$ cat config.mk
export PLATFORM = sky130hd
export DESIGN_NAME = pic_inta_sequencer
export DESIGN_NICKNAME = d
export VERILOG_FILES = /design/src/rtl/pic_pkg.sv /design/src/rtl/pic_priority_resolver.sv /design/src/rtl/pic_inta_sequencer.sv
export SDC_FILE = /design/constraint.sdc
export NUM_CORES = 1
export LEC_CHECK = 0
export ABC_AREA = 1
export CORE_MARGIN = 1.5
export CORE_UTILIZATION = 41
export CTS_CLUSTER_DIAMETER = 120
export DETAILED_ROUTE_END_ITERATION = 12
export PLACE_DENSITY_LB_ADDON = 0.1
export SYNTH_ARGS = -nofsm -noshare
export SYNTH_HDL_FRONTEND = slang
export SYNTH_SLANG_ARGS = --single-unit
$ cat constraint.sdc
create_clock -name clk_i -period 2.4 [get_ports clk_i]
set_input_delay 0.72 -clock clk_i [delete_from_list [all_inputs] [get_ports clk_i]]
set_output_delay 0.72 -clock clk_i [all_outputs]
set_load 0.01 [all_outputs]
$ cat src/rtl/pic_pkg.sv
// Shared definitions for the 8-level interrupt controller acknowledge path.
//   NUM_IR      : number of request levels (fixed at 8)
//   ID_W        : width of a level ID
//   SPURIOUS_ID : ID returned when the request vanishes before the first INTA
//   RESET_PTR   : lowest-priority pointer after reset (IR0 highest)
//   pic_ack_state_t : acknowledge handshake states
package pic_pkg;

  localparam int unsigned NUM_IR = 8;
  localparam int unsigned ID_W   = 3;

  localparam logic [ID_W-1:0] SPURIOUS_ID = 3'd7;
  localparam logic [ID_W-1:0] RESET_PTR   = 3'd7;

  typedef enum logic [2:0] {
    StIdle,
    StReq,
    StAck1,
    StGap,
    StAck2
  } pic_ack_state_t;

  // Rank 0 is the highest priority: the level just above the lowest-priority pointer.
  function automatic logic [ID_W-1:0] prio_rank(logic [ID_W-1:0] id, logic [ID_W-1:0] ptr);
    return id - ptr - 3'd1;
  endfunction

endpackage

$ cat src/rtl/pic_priority_resolver.sv
// Rotating priority resolver. Finds the highest-priority set bit of req_i, scanning upward
// from level (ptr_i + 1) mod 8 and wrapping.
//   req_i   : request vector, one bit per level
//   ptr_i   : current lowest-priority level
//   valid_o : at least one request bit set
//   id_o    : winning level (0 when valid_o is 0)
module pic_priority_resolver
  import pic_pkg::*;
(
  input  logic [NUM_IR-1:0] req_i,
  input  logic [ID_W-1:0]   ptr_i,
  output logic              valid_o,
  output logic [ID_W-1:0]   id_o
);

  logic [ID_W-1:0]     start;
  logic [2*NUM_IR-1:0] req_dbl;
  logic [NUM_IR-1:0]   req_rot;
  logic [ID_W-1:0]     off;

  always_comb begin
    start   = ptr_i + 3'd1;
    // Rotate so bit k of req_rot is level (start + k) mod 8; then a plain
    // lowest-bit-first encode gives the offset from the start level.
    req_dbl = {req_i, req_i};
    req_rot = req_dbl[start +: NUM_IR];
    valid_o = |req_rot;
    off     = '0;
    for (int k = NUM_IR - 1; k >= 0; k--) begin
      if (req_rot[k]) begin
        off = ID_W'(k);
      end
    end
    id_o = valid_o ? (start + off) : '0;
  end

endmodule

$ cat src/rtl/pic_inta_sequencer.sv
// Interrupt acknowledge sequencer for the 8-level interrupt controller.
// Owns IRR and ISR, resolves fully nested priority among unmasked requests, raises
// int_out_o and runs the two-pulse INTA handshake, driving the vector during the second
// pulse.
//   clk_i         : system clock
//   reset_n       : synchronous active-low reset, aborts any handshake
//   ir_i          : level-sensitive request lines
//   imr_i         : mask, 1 = level masked
//   vector_base_i : vector bits T7..T3
//   eoi_i         : one-cycle non-specific end-of-interrupt
//   inta_n_i      : CPU acknowledge, active low
//   int_out_o     : interrupt request to CPU
//   data_out_o    : vector to data bus buffer
//   data_oe_o     : buffer drives data_out_o
//   irr_o, isr_o  : current IRR / ISR
// Build option: define PIC_ROTATE_PRIORITY_EN to make each EOI'd level the lowest priority;
// otherwise priority is fixed with IR0 highest.
module pic_inta_sequencer
  import pic_pkg::*;
(
  input  logic              clk_i,
  input  logic              reset_n,
  input  logic [NUM_IR-1:0] ir_i,
  input  logic [NUM_IR-1:0] imr_i,
  input  logic [4:0]        vector_base_i,
  input  logic              eoi_i,
  input  logic              inta_n_i,
  output logic              int_out_o,
  output logic [7:0]        data_out_o,
  output logic              data_oe_o,
  output logic [NUM_IR-1:0] irr_o,
  output logic [NUM_IR-1:0] isr_o
);

  pic_ack_state_t state_q, state_d;

  logic              inta_q;
  logic              int_q, int_d;
  logic [7:0]        data_q, data_d;
  logic              oe_q, oe_d;
  logic [ID_W-1:0]   ack_id_q, ack_id_d;
  logic [NUM_IR-1:0] irr_q, irr_d;
  logic [NUM_IR-1:0] isr_q, isr_d;

  logic [ID_W-1:0]   ptr;
  logic              cand_valid;
  logic [ID_W-1:0]   cand_id;
  logic              isr_valid;
  logic [ID_W-1:0]   isr_top;
  logic              req_cond;
  logic              inta_fall;
  logic              inta_rise;

  pic_priority_resolver u_cand (
    .req_i   (irr_q & ~imr_i),
    .ptr_i   (ptr),
    .valid_o (cand_valid),
    .id_o    (cand_id)
  );

  // Same resolver on ISR: gives both the nesting level and the EOI target.
  pic_priority_resolver u_isr (
    .req_i   (isr_q),
    .ptr_i   (ptr),
    .valid_o (isr_valid),
    .id_o    (isr_top)
  );

`ifdef PIC_ROTATE_PRIORITY_EN
  logic [ID_W-1:0] ptr_q;

  always_ff @(posedge clk_i) begin
    if (!reset_n) begin
      ptr_q <= RESET_PTR;
    end else if (eoi_i && isr_valid) begin
      ptr_q <= isr_top;
    end
  end

  assign ptr = ptr_q;
`else
  assign ptr = RESET_PTR;
`endif

  // Strictly higher than everything in service; equal priority stays blocked.
  assign req_cond  = cand_valid &&
                     (!isr_valid || (prio_rank(cand_id, ptr) < prio_rank(isr_top, ptr)));
  assign inta_fall = inta_q & ~inta_n_i;
  assign inta_rise = ~inta_q & inta_n_i;

  always_comb begin
    state_d  = state_q;
    int_d    = int_q;
    data_d   = data_q;
    oe_d     = oe_q;
    ack_id_d = ack_id_q;
    irr_d    = ir_i;
    isr_d    = isr_q;

    // EOI works on the pre-edge ISR; a bit set by a coincident first INTA is ORed in below.
    if (eoi_i && isr_valid) begin
      isr_d[isr_top] = 1'b0;
    end

    unique case (state_q)
      StIdle: begin
        if (req_cond) begin
          int_d   = 1'b1;
          state_d = StReq;
        end
      end
      StReq: begin
        if (inta_fall) begin
          int_d   = 1'b0;
          state_d = StAck1;
          if (req_cond) begin
            ack_id_d       = cand_id;
            isr_d[cand_id] = 1'b1;
            irr_d[cand_id] = 1'b0;
          end else begin
            ack_id_d = SPURIOUS_ID;
          end
        end else if (!req_cond) begin
          // Request withdrawn before the CPU acknowledged it.
          int_d   = 1'b0;
          state_d = StIdle;
        end
      end
      StAck1: begin
        if (inta_rise) begin
          state_d = StGap;
        end
      end
      StGap: begin
        if (inta_fall) begin
          data_d  = {vector_base_i, ack_id_q};
          oe_d    = 1'b1;
          state_d = StAck2;
        end
      end
      StAck2: begin
        if (inta_rise) begin
          data_d  = '0;
          oe_d    = 1'b0;
          state_d = StIdle;
        end
      end
      default: begin
        state_d = StIdle;
      end
    endcase
  end

  always_ff @(posedge clk_i) begin
    if (!reset_n) begin
      state_q  <= StIdle;
      inta_q   <= 1'b1;
      int_q    <= 1'b0;
      data_q   <= '0;
      oe_q     <= 1'b0;
      ack_id_q <= '0;
      irr_q    <= '0;
      isr_q    <= '0;
    end else begin
      state_q  <= state_d;
      inta_q   <= inta_n_i;
      int_q    <= int_d;
      data_q   <= data_d;
      oe_q     <= oe_d;
      ack_id_q <= ack_id_d;
      irr_q    <= irr_d;
      isr_q    <= isr_d;
    end
  end

  assign int_out_o  = int_q;
  assign data_out_o = data_q;
  assign data_oe_o  = oe_q;
  assign irr_o      = irr_q;
  assign isr_o      = isr_q;

endmodule
==> results.ini <==
[synth]
synth_warnings=0
synthCells=236
most_frequent_cells_after_synthesis=sky130_fd_sc_hd__nand2_1 (60), sky130_fd_sc_hd__inv_1 (41), sky130_fd_sc_hd__dfxtp_1 (33), sky130_fd_sc_hd__a21oi_1 (21), sky130_fd_sc_hd__nor2_1 (18)
yosys_register_bits=33
postSynthAreaPerCell_sq_um=6.87
compound_gate_fraction_of_synth_area_pct=15.3
synth.lib_cells_used.distinct=28
synth_edf_count=0
synth_flop_type=sky130_fd_sc_hd__dfxtp_1
synth_simple_gate_area_share_pct=31.3
leading_cell_type_by_number_of_instances_after_synthesis=sky130_fd_sc_hd__nand2_1
synthesis.area_sq_um=1620
dominant_combinational_cell_family_by_area_after_synthesis=simple AND/OR/NAND/NOR gates
yosys-top-cells-area=sky130_fd_sc_hd__dfxtp_1 (41%), sky130_fd_sc_hd__nand2_1 (14%), sky130_fd_sc_hd__inv_1 (9.5%)
synthArstFlopShare_pct=0
synth_nets=263
synth.area.mux_share_pct=0
synth.top_cell.area_share_pct=40.8
post_synth_fa_ha_maj_area_fraction_pct=1.54
synth_seq_area_share_pct=40.8
post-synth-top-area-cell=sky130_fd_sc_hd__dfxtp_1
yosys.area_share.xor_xnor_pct=0

[job]
max-cap-violations=0

[global_routing]
grt_use_met3_pct=6.13
first_pass_grt_wire_length_mm=7.17
global_route.usage.total_pct=21.9
largest_net_degree_at_the_start_of_global_routing=20
groute.layer.met1.usage_pct=24.1
grt_busiest_layer=met2
grt_pass1_vias=1662
overflow=0
grt.met2_usage_pct=40.4
antenna_found_initial=0

[hold_path]
whs_endpoint=data_out_o[2]
min_path_type=reg2reg
holdPathStages=2
source_of_the_worst_hold_timing_path=ack_id_q[2]

[timing]
setup_viol=0
finalClockSkew_ps=7.49
slew_headroom_pct=69.0
tightest_slew_ps=460
final.setup.worst_slack_ps=99.5
worst_hold_slack_ps=463
finalWorstPathRequiredPeriod_ps=2300
final_min_period_over_clock_period_pct=95.9
number_of_pins_exceeding_their_max_slew_limit_in_the_final_report=0
max_freq_ghz=0.435
hold_viol=0

[cells_and_area]
nets=344
final_layout_size_suffix_gt1_share_pct=25.2
area_growth_pct=58.5
insertedDiodeCount=0

[worst_setup_path]
setup.reg_to_reg.worst_slack_ps=140
cp-start-kind=input pin
critPathCaptureType=flop
r2r_start=isr_o[4]
reg2regPathDepth=12
worst_path_max_delay_cell=sky130_fd_sc_hd__ha_1
cp_slowest_stage_delay_ps=240
path_class=in2reg
r2r_end=irr_o[6]
worst_ep_arrival_time_ps=2490
crit_path_max_fanout=5
cp_cell_sequence=dlygate4sd2_1, inv_1, nand2_2, o21ai_4, nand2_2, a21oi_4, ha_1, nand2_1, inv_1, nand2_1, nand2_2, nand2_4, nand2_4, a21oi_4, nand2_1, nand3_1, inv_1
worst_ep_required_time_ps=2590

[clock_network]
cts_tree=yes
root_buffer=sky130_fd_sc_hd__clkbuf_8
worst_setup_hold_path_clk_slew_ps=70
cts-buffers-inserted=5
insertion_delay_of_the_later_clocked_pin_in_the_worst_skew_pair_ps=280
cts_sinks=33
cts_buffer_depth=2
cts_hold_repair.buffers=0
clock_h_tree_levels=2

[pwr]
comb_power_share_pct=29.9
total_switching_power_uw=450
power.clock.fraction_pct=27.5
power.static_leakage_uw=0.00114
swShare_pct=31.3
cellInternalPower_uw=989
vdd_drop_max_mv=0.453
seqPwrFrac_pct=42.6
power-per-cell-area_nw_per_um2=560

[floorplanning]
rows=22
core_area_sq_um=3720
starting_density_of_the_core_pct=43.6
top_level_ports=51
die_w_um=65.9
fp.dieH_um=65.9
fp.dieArea_sq_um=4340

[placed_design]
detailedPlacementHpwl_mm=3.08
detailedPlace.worstSlack_ps=-603
port_buffers=50
globalplace.congestion=0.924

[drt]
first_pass_iters=4
total_vias_in_the_final_route=1735
routed_wire_length_per_instance_um=11.9
number_of_remaining_drc_errors=0
route.detailed.vias_per_inst=4.74
postRouteAntennaNets=0
routed_wirelength_mm=4.36
drt_first_iter_violations=83

[status]
result_of_the_run=finished clean

-- repair_timing --
action                                  4_1_cts  5_1_grt
gates resized for setup                      37        7
buffers inserted                              8        0
pin swaps                                    16        7
endpoints found under the setup margin       22       13
-- cells by family after synthesis --
logic type / after synthesis
AO/OA/AOI/OAI: 41
adder cells (fa/ha/maj): 2
buffers and inverters: 48
flip-flops: 33
AND/OR/NAND/NOR: 112
-- power by group through the flow --
stage | Clock [uW] | Combinational (uW) | Sequential, uW
6_report | 396 | 431 | 612
5_1_grt | 437 | 476 | 617
4_1_cts | 406 | 424 | 611
3_5_place_dp | 0 | 385 | 621
3_3_place_gp | 0 | 379 | 622
2_1_floorplan | 0 | 215 | 628
-- cell type report --
type / instances / area [sq um]
fill: 340 / 1150
multi-input combinational: 155 / 906
timing repair buffer: 76 / 686
sequential: 33 / 661
inverter: 46 / 173
clock buffer: 6 / 72.6
tap: 48 / 60.1
clock inverter: 2 / 10.0
-- critical path, delay by kind of cell --
kind	cells	cell delay (ps)
AND/OR/NAND/NOR	9	730
adder cells (fa/ha/maj)	1	240
buffers and inverters	4	370
AO/OA/AOI/OAI	3	430
-- per-layer routing --
metal	up-vias	part of all wire (%)
li1	913	-
met1	769	42
met2	45	51
met3	8	5.0
met4	0	1.5
met5	-	0
-- state kept, by name (all words and copies together) (netlist names) --
name	count
state_q	3
data_oe_o	1
int_out_o	1
inta_q	1
ack_id_q	3
data_out_o	8
irr_o	8
isr_o	8
-- through the flow --
stage | utilization (%) | setup TNS, ps | power, uW | std cells | area (sq um)
after global placement | 62.1 | -9790 | 1000 | 350 | 2310
after CTS | 68.2 | 0 | 1440 | 366 | 2530
after global routing | 69.1 | -2.45 | 1530 | 366 | 2570
final | 69.1 | 0 | 1440 | 366 | 2570
after detailed placement | 62.1 | -11590 | 1010 | 350 | 2310
after floorplan | - | 0 | 844 | 236 | 1620
-- placed cells by master, fill, tap and decap left out, types with 2 or more instances in the layout --
cell type | Yosys | layout
sky130_fd_sc_hd__nand2_1 | 60 | 45
sky130_fd_sc_hd__nand3_1 | 16 | 15
sky130_fd_sc_hd__o21ai_0 | 9 | 8
sky130_fd_sc_hd__clkdlybuf4s50_1 | 0 | 42
sky130_fd_sc_hd__a21oi_2 | 4 | 7
sky130_fd_sc_hd__a21oi_4 | 1 | 2
sky130_fd_sc_hd__nor2_4 | 2 | 5
sky130_fd_sc_hd__nor2_1 | 18 | 15
sky130_fd_sc_hd__nand2_4 | 2 | 2
sky130_fd_sc_hd__nand4_1 | 3 | 3
sky130_fd_sc_hd__clkbuf_8 | 0 | 5
sky130_fd_sc_hd__dfxtp_1 | 33 | 33
sky130_fd_sc_hd__inv_1 | 41 | 38
sky130_fd_sc_hd__nand2_2 | 4 | 19
sky130_fd_sc_hd__dlygate4sd2_1 | 0 | 8
sky130_fd_sc_hd__inv_2 | 2 | 5
sky130_fd_sc_hd__buf_4 | 0 | 26
sky130_fd_sc_hd__clkinv_1 | 3 | 3
sky130_fd_sc_hd__clkinv_2 | 0 | 2
sky130_fd_sc_hd__nor3_1 | 2 | 2
sky130_fd_sc_hd__a21oi_1 | 21 | 17
-- worst max-delay path by stage --
stage,cells past startpoint,start,slack (ps),endpoint
global placement,15,imr_i[3],-510,isr_o[3]
detailed placement,16,imr_i[3],-600,irr_o[0]
CTS,17,imr_i[6],120,ack_id_q[0]
floorplan,15,imr_i[0],30,irr_o[0]
global route,20,imr_i[6],-2,irr_o[6]
finish,17,imr_i[6],100,irr_o[6]
Note: power is estimated with default switching activity, not from simulation.
